==> config.mk <==
export PLATFORM = sky130hd
export DESIGN_NAME = bincnt_seq
export DESIGN_NICKNAME = d
export VERILOG_FILES = /design/src/rtl/bincnt_seq_pkg.sv /design/src/rtl/sorter3b.sv /design/src/rtl/bincnt_seq.sv
export SDC_FILE = /design/constraint.sdc
export NUM_CORES = 1
export LEC_CHECK = 0
export CAP_MARGIN = 20
export CELL_PAD_IN_SITES_DETAIL_PLACEMENT = 0
export CELL_PAD_IN_SITES_GLOBAL_PLACEMENT = 1
export CORE_ASPECT_RATIO = 0.9
export CORE_UTILIZATION = 43
export DETAILED_ROUTE_END_ITERATION = 7
export GPL_ROUTABILITY_DRIVEN = 0
export PLACE_DENSITY = 0.81
export REMOVE_ABC_BUFFERS = 1
export SYNTH_ARGS = -nofsm -noshare
export SYNTH_HDL_FRONTEND = slang
export SYNTH_HIERARCHICAL = 1
export SYNTH_SLANG_ARGS = --single-unit
==> constraint.sdc <==
create_clock -name clk -period 4.35 [get_ports clk]
set_input_delay 1.0875 -clock clk [delete_from_list [all_inputs] [get_ports clk]]
set_output_delay 1.0875 -clock clk [all_outputs]
set_load 0.005 [all_outputs]
==> src/rtl/bincnt_seq_pkg.sv <==
// Shared definitions for the sequential popcount: FSM encoding, group width, clog2 helper.
// Pure declarations: no latency and no flow control of its own.
// Imported by every bincnt_seq file so encodings and derived widths stay in one place.
package bincnt_seq_pkg;

    localparam int CHUNK_W = 3;

    typedef enum logic [1:0] {
        ST_IDLE = 2'd0,
        ST_RUN  = 2'd1,
        ST_DONE = 2'd2
    } state_t;

    // Smallest n with 2**n >= v; used to size the count output.
    function automatic int clog2(input int v);
        int r;
        r = 0;
        while ((1 << r) < v) begin
            r = r + 1;
        end
        return r;
    endfunction

endpackage

==> src/rtl/sorter3b.sv <==
// 3-input bit sorter: packs the ones of x toward the MSB of y (thermometer code).
// Latency: purely combinational, zero cycles.
// Backpressure: none; a pure function of x.
module sorter3b (
    input  logic [2:0] x,
    output logic [2:0] y
);

    assign y[2] = |x;
    assign y[1] = (x[0] & x[1]) | (x[0] & x[2]) | (x[1] & x[2]);
    assign y[0] = &x;

endmodule

==> src/rtl/bincnt_seq.sv <==
// Sequential popcount: one sorter3b walks the word 3 bits per cycle, the total is accumulated.
// Latency: NCHUNK edges from accept to out_valid (shorter when BINCNT_SEQ_EARLY_EXIT_EN is defined).
// Backpressure: in_ready only in IDLE; the result is held in DONE until out_ready.
module bincnt_seq
    import bincnt_seq_pkg::*;
#(
    parameter  int WIDTH = 16,
    localparam int CW    = clog2(WIDTH + 1)
) (
    input  logic             clk,
    input  logic             rst_n,
    input  logic             in_valid,
    output logic             in_ready,
    input  logic [WIDTH-1:0] in_data,
    output logic             out_valid,
    input  logic             out_ready,
    output logic [CW-1:0]    out_count,
    output logic             busy
);

    localparam int NCHUNK = (WIDTH + CHUNK_W - 1) / CHUNK_W;
    localparam int SW     = NCHUNK * CHUNK_W;
    localparam int CNTW   = (NCHUNK > 1) ? clog2(NCHUNK) : 1;

    state_t              state;
    logic [SW-1:0]       shreg;
    logic [CNTW-1:0]     cnt;
    logic [CW-1:0]       acc;
    logic [CW-1:0]       acc_nxt;
    logic [CHUNK_W-1:0]  srt_y;
    logic [1:0]          grp_cnt;
    logic                last;

    sorter3b u_sorter (
        .x (shreg[CHUNK_W-1:0]),
        .y (srt_y)
    );

    // Thermometer to count; order of packing does not matter for the sum.
    assign grp_cnt = {1'b0, srt_y[0]} + {1'b0, srt_y[1]} + {1'b0, srt_y[2]};
    assign acc_nxt = acc + CW'(grp_cnt);

`ifdef BINCNT_SEQ_EARLY_EXIT_EN
    logic rem_zero;
    assign rem_zero = ((shreg >> CHUNK_W) == '0);
    assign last     = (cnt == CNTW'(NCHUNK - 1)) || rem_zero;
`else
    assign last     = (cnt == CNTW'(NCHUNK - 1));
`endif

    assign in_ready  = (state == ST_IDLE);
    assign out_valid = (state == ST_DONE);
    assign busy      = (state != ST_IDLE);

    always_ff @(posedge clk or negedge rst_n) begin
        if (!rst_n) begin
            state     <= ST_IDLE;
            shreg     <= '0;
            cnt       <= '0;
            acc       <= '0;
            out_count <= '0;
        end else begin
            case (state)
                ST_IDLE: begin
                    if (in_valid) begin
                        shreg <= SW'(in_data);
                        cnt   <= '0;
                        acc   <= '0;
                        state <= ST_RUN;
                    end
                end
                ST_RUN: begin
                    acc   <= acc_nxt;
                    shreg <= shreg >> CHUNK_W;
                    cnt   <= cnt + CNTW'(1);
                    if (last) begin
                        out_count <= acc_nxt;
                        state     <= ST_DONE;
                    end
                end
                ST_DONE: begin
                    if (out_ready) begin
                        state <= ST_IDLE;
                    end
                end
                default: state <= ST_IDLE;
            endcase
        end
    end

endmodule
==> metrics.yaml, run 1 <==
status: "completed"
finalSetupTns_ns: 0
h-tree-depth: 2
finalClockSkew_ns: 0.00502
grt_pass1_vias: 1124
fmax_mhz: 340
grt_remaining_overflow: 0
die_x_um: 66.4
drc: 0
synth_top_area_frac: 0.484
netlist_instances: 152
cp_data_required_time_ns: 3.26
cts_tree: "done"
use_met3: 0.0649
seq_area_frac_synth: 0.484
dr.pass1.iters: 5
p_int_uw: 809
ys_types: 36
worst_pin_slew_ns: 0.801
p_seq_frac: 0.416
grt_max_degree: 32
worstReg2RegStart: "shreg[1]"
drtIter0Drc: 62
end_kind: "primary output"
synth_seq_cells: 31
clk_pin_slew_ns: 0.06
synth_top_cell_by_area: "dfrtp_1"
grt_pass1_wl_um: 5010
slew_headroom: 0.466
ir_worst_vdd_v: 0.000269
row_count: 20
synthTopCellsByCount: "31 x dfrtp_1, 21 x nand2_1, 13 x o21ai_1"
clockPowerShare: 0.192
fin_hold_ws_ns: 0.479
wl_um: 3060
fin_nets: 205
die_area_um2: 3980
grt-busiest-layer: "met2"
cp-start-kind: "flip-flop"
post_cts_buffers: 0
netlist_area_um2: 1600
drive_gt1_frac: 0.0889
cts_root_buf: "clkbuf_8"
cts_resized: 0
die_h_um: 59.9
start_util: 0.461
core_um2: 3480
r2r_cells: 8
place.port_buffers: 27
combPwrFrac: 0.392
reg2reg_to: "acc[4]"
finalMaxSlewViolations: 0
use_met2: 0.280
antenna_found_initial: 0
hold_viol: 0
ys.flop_type: "dfrtp_1"
async_reset_ff_frac: 1.00
viasPerCell: 5.28
pin_count: 28
ant_nets: 0
p_sw_uw: 450
finalSetupViolCount: 0
wire_per_inst_um: 13.6
min_from: "out_count[1]"
swShare: 0.357
powerDensity_nw_per_um2: 641
dpl.hpwl_um: 2190
hold_end: "out_count[1]"
min_period_ns: 2.94
cap_violations: 0
ys_top_cells_by_area: "dfrtp_1 48%, a22oi_1 5.6%, nand2_1 4.9%, o21ai_1 4.1%, o21ai_0 3.4%"
hold_buffers: 0
num_vias: 1182
rsz0062_at_grt: "false"
grt.total_usage: 0.175
crit_fanout: 25
clock_sinks: 31
antenna_cells: 0
crit_arrival_ns: 1.85
hold_depth: 2
critical_path_class: "reg2out"
cts_buffer_depth: 2
yosys_warnings: 6
cts_buffers: 5
finalCritPeriodShare: 0.675
clk_latency_ns: 0.28
area_growth_syn_to_layout_pct: 22.3
p_leak_uw: 0.000889
syn_avg_cell_area_um2: 10.6
ff2ff_setup_slack_ns: 1.55
synth-edff-count: 0
grtUsageMet1: 0.221
yosysMostFrequentCell: "dfrtp_1"
hold_path.class: "reg2reg"
-- kinds of logic after synthesis --
kind of cell,count (synthesis),synth area share
buffers and inverters,15,0.0655
multiplexers,3,0.0226
XOR/XNOR,2,0.0109
AND/OR/NAND/NOR,42,0.151
flip-flops,31,0.484
AO/OA/AOI/OAI,52,0.204
adder cells (fa/ha/maj),7,0.0624
-- placed cells by master (no fill, tap or decap), types with 2 or more instances in the layout --
| cell | synthesis | routed |
|---|---|---|
| dfrtp_1 | 31 | 31 |
| clkdlybuf4s50_1 | 0 | 27 |
| nand2_1 | 21 | 21 |
| o21ai_1 | 13 | 13 |
| a22oi_1 | 12 | 12 |
| o21ai_0 | 11 | 11 |
| clkbuf_8 | 3 | 7 |
| inv_1 | 6 | 6 |
| nor2b_1 | 6 | 6 |
| a21oi_1 | 6 | 6 |
| ha_1 | 4 | 4 |
| nand2b_1 | 3 | 3 |
| and2b_1 | 3 | 3 |
| a22o_1 | 3 | 3 |
| nor2_1 | 2 | 2 |
| a21o_1 | 2 | 2 |
| xor2_1 | 2 | 2 |
| fa_1 | 2 | 2 |
| buf_4 | 2 | 2 |
-- worst max-delay path, stage by stage, from the launching register on --
cell and delay [ns]:
dfrtp_1 0.83, nor2_1 0.16, inv_1 0.09, clkdlybuf4s50_1 0.50
-- per-stage QoR --
| stage | cell area, µm² | utilization | setup WS [ns] | total power, µW | instances |
|---|---|---|---|---|---|
| CTS | 1960 | 0.564 | 1.39 | 1270 | 224 |
| floorplan | 1520 | - | 1.71 | 833 | 143 |
| finish | 1960 | 0.564 | 1.41 | 1260 | 224 |
| global route | 1960 | 0.564 | 1.24 | 1360 | 224 |
| global placement | 1860 | 0.535 | 1.57 | 1000 | 216 |
| detailed placement | 1860 | 0.535 | 1.56 | 1030 | 216 |
-- flip-flops by register name, indices dropped and copies added, names as in the netlist --
name	cells
cnt	3
acc	5
shreg	16
out_count	5
state	2
-- per-layer routing --
| metal | up-vias | share of wire |
|---|---|---|
| met5 | - | 0 |
| met2 | 29 | 0.47 |
| met3 | 3 | 0.044 |
| met4 | 0 | 0.0092 |
| li1 | 589 | - |
| met1 | 561 | 0.48 |
-- layout make-up --
type	count	area, µm²
repair buffers	29	285
well taps	44	55.1
fillers	284	1520
flip-flops and latches	31	776
clock buffers	8	100
multi-input cells	106	723
inverters	6	22.5
-- power groups by stage --
stage / Combinational (µW) / Clock [µW] / Sequential [µW]
after floorplan: 323 / 0 / 510
after global placement: 480 / 0 / 522
after detailed placement: 497 / 0 / 529
after CTS: 499 / 249 / 524
after global routing: 558 / 261 / 543
final: 493 / 241 / 523
-- worst max path at each step --
stage	start	endpoint	cells after the start
6_report	state[1]	busy	3
5_1_grt	state[1]	busy	3
4_1_cts	state[1]	busy	3
3_5_place_dp	shreg[1]	acc[4]	8
3_3_place_gp	shreg[1]	acc[4]	8
2_1_floorplan	shreg[1]	acc[4]	8
No activity file was read; power rests on OpenSTA's default activity.
==> run 2: changes to the inputs <==
--- a/config.mk
+++ b/config.mk
@@ -9,10 +9,10 @@
 export CELL_PAD_IN_SITES_DETAIL_PLACEMENT = 0
 export CELL_PAD_IN_SITES_GLOBAL_PLACEMENT = 1
 export CORE_ASPECT_RATIO = 0.9
-export CORE_UTILIZATION = 43
+export CORE_UTILIZATION = 36
 export DETAILED_ROUTE_END_ITERATION = 7
 export GPL_ROUTABILITY_DRIVEN = 0
-export PLACE_DENSITY = 0.81
+export PLACE_DENSITY = 0.72
 export REMOVE_ABC_BUFFERS = 1
 export SYNTH_ARGS = -nofsm -noshare
 export SYNTH_HDL_FRONTEND = slang
==> constraint.sdc (replaced) <==
create_clock -name clk -period 2.6 [get_ports clk]
set_input_delay 0.65 -clock clk [delete_from_list [all_inputs] [get_ports clk]]
set_output_delay 0.65 -clock clk [all_outputs]
set_load 0.005 [all_outputs]
==> run 2 against run 1 <==
Effect of this change: highest routed layer unchanged; clock-buffer cell count stayed put; first-iteration DRC count is 48% lower; largest power group is now combinational logic; clock skew increased by 0.0032 ns; critical path type is now reg2reg; die area grew 19%; sequential power up 59%; total power grew 75%.
==> metrics.yaml, run 2 (synthesis gave the netlist of run 1 again) <==
fin_hold_ws_ns: 0.473  # was 0.479 ns
p_leak_uw: 0.000931  # was 0.000889 µW
p_sw_uw: 788  # was 450 µW
drc: 0  # unchanged
p_seq_frac: 0.377  # was 0.416
finalCritPeriodShare: 0.993
reg2reg_to: "acc[4]"  # unchanged
die_x_um: 72.4  # was 66.4 µm
finalClockSkew_ns: 0.00824  # was 0.00502 ns
dpl.hpwl_um: 2410  # was 2190 µm
post-route-util: 0.492  # was 0.564
powerDensity_nw_per_um2: 1070  # was 641 nW/µm²
ff2ff_setup_slack_ns: 0.02  # was 1.55 ns
crit_arrival_ns: 2.76  # was 1.85 ns
cts_buffers: 5  # unchanged
cap_violations: 0  # unchanged
worstSetupEndpoint: "acc[4]"  # was busy
largest_reg_flops: 16  # unchanged
h-tree-depth: 2  # unchanged
clk_pin_slew_ns: 0.07  # was 0.06 ns
viasPerCell: 5.00  # was 5.28
wl_um: 3370  # was 3060 µm
dr.pass1.iters: 4  # was 5
largest_register: "shreg"  # unchanged
cp.depth: 8  # was 3
r2r_cells: 8  # unchanged
worstReg2RegStart: "shreg[0]"  # was shreg[1]
pin_count: 28  # unchanged
area_growth_syn_to_layout_pct: 28.4  # was 22.3%
crit_family: "adder cells"  # was flip-flops
cts_buffer_depth: 2  # unchanged
core_um2: 4180  # was 3480 µm²
worst_pin_slew_ns: 0.672  # was 0.801 ns
row_count: 22  # was 20
cp_data_required_time_ns: 2.78  # was 3.26 ns
status: "completed"  # unchanged
swShare: 0.357  # about the same
final_cell_mix: "31 x dfrtp_1, 27 x clkdlybuf4s50_1, 21 x nand2_1, 13 x o21ai_1, 12 x a22oi_1"  # unchanged
clk_latency_ns: 0.29  # was 0.28 ns
rsz0062_at_grt: "true"  # was false
fmax_mhz: 388
cp-start-kind: "flip-flop"  # unchanged
min_period_ns: 2.58
grt.total_usage: 0.169  # was 0.175
die_h_um: 65.3  # was 59.9 µm
crit_path_max_incr_delay_ns: 0.49  # was 0.83 ns
wire_per_inst_um: 13.5  # was 13.6 µm
crit_fanout: 3  # was 25
combPwrFrac: 0.432  # was 0.392
grt_remaining_overflow: 0  # unchanged
cts_root_buf: "clkbuf_8"  # unchanged
ant_nets: 0  # unchanged
start_util: 0.383  # was 0.461
ir_worst_vdd_v: 0.000401  # was 0.000269 V
critical_path_class: "reg2reg"  # was reg2out
cts_tree: "done"  # unchanged
final_common_cell: "dfrtp_1"  # unchanged
finalMaxSlewViolations: 0  # unchanged
reg.largest.list: "shreg: 16 flops, acc: 5 flops, out_count: 5 flops"  # unchanged
finalSetupViolCount: 0  # unchanged
critPathSlowestCell: "fa_1"  # was dfrtp_1
min_from: "out_count[1]"  # unchanged
num_vias: 1244  # was 1182
p_total_uw: 2210  # was 1260 µW
clock_sinks: 31  # unchanged
clockPowerShare: 0.191  # was 0.192
slew_headroom: 0.551  # was 0.466
fin_nets: 214  # was 205
end_kind: "flip-flop"  # was primary output
grt_max_degree: 32  # unchanged
critPathBufInv: 1  # was 2
hold_viol: 0  # unchanged
hold_buffers: 0  # unchanged
drtIter0Drc: 32  # was 62
antenna_found_initial: 0  # unchanged
p_int_uw: 1420  # was 809 µW
crit_path_start: "shreg[0]"  # was state[1]
grt_pass1_vias: 1293  # was 1124
antenna_cells: 0  # unchanged
hold_path.class: "reg2reg"  # unchanged
place.port_buffers: 27  # unchanged
drive_gt1_frac: 0.153  # was 0.0889
worstPathCellList: "or3_4 > fa_1 > ha_2 > inv_2 > fa_2 > nand3b_4 > mux2_4 > a22o_1"  # was nor2_1 > inv_1 > clkdlybuf4s50_1
grt_pass1_wl_um: 5950  # was 5010 µm
die_area_um2: 4730  # was 3980 µm²
## run 2: cell types whose count changed in the layout (fill, tap and decap cells not counted), sizes merged
| cell | change |
|---|---|
| buf | +9 |
## run 2: cell type report
type	instances	area (µm²)
timing repair buffer	38	353
tap	60	75.1
inverter	6	22.5
multi-input combinational	106	733
fill	421	2120
clock buffer	8	100
sequential	31	776
## run 2: worst reg2reg max path: cells and delay by family (launching register included)
kind            cells  cell delay, ns
fa+ha+maj           3            1.00
mux                 1            0.30
flops               1            0.39
compound gates      1            0.18
simple gates        2            0.55
buf+inv             1            0.04
## run 2: power by group through the flow
stage          combinational, µW  sequential (µW)  clock, µW
3_3_place_gp                 918              829          0
2_1_floorplan                541              853          0
6_report                     953              832        421
5_1_grt                     1090              858        462
4_1_cts                      961              834        436
3_5_place_dp                 946              840          0
## run 2: how the worst min path moves through the flow
stage,depth (start not counted),endpoint
global route,2,out_count[4]
floorplan,0,acc[0]
finish,2,out_count[1]
CTS,2,out_count[1]
global placement,2,out_count[1]
detailed placement,2,out_count[1]
## run 2: metal layers
| layer | GRT usage | vias to the layer above | part of all wire | routed length (µm) |
|---|---|---|---|---|
| met5 | 0 | - | 0 | 0 |
| met1 | 0.215 | 617 | 0.48 | 1630 |
| met2 | 0.264 | 18 | 0.46 | 1560 |
| li1 | - | 604 | - | - |
| met3 | 0.0414 | 5 | 0.039 | 132 |
| met4 | 0.0956 | 0 | 0.016 | 53 |
## run 2: timing repair
action | in CTS | in global routing
setup endpoints to repair | 1 | 1
buffers inserted | 0 | 0
resized for setup | 2 | 2
hold endpoints to repair | 0 | 0
## run 2: through the flow
stage	cells	cell area [µm²]	TNS, ns	setup WS [ns]
after CTS	249	2060	0	0.00180
after detailed placement	241	1950	-0.0288	-0.0288
after global routing	249	2060	-0.0306	-0.0306
final	249	2060	0	0.0194
after global placement	241	1950	0	0.0124
after floorplan	143	1520	-0.0426	-0.0426
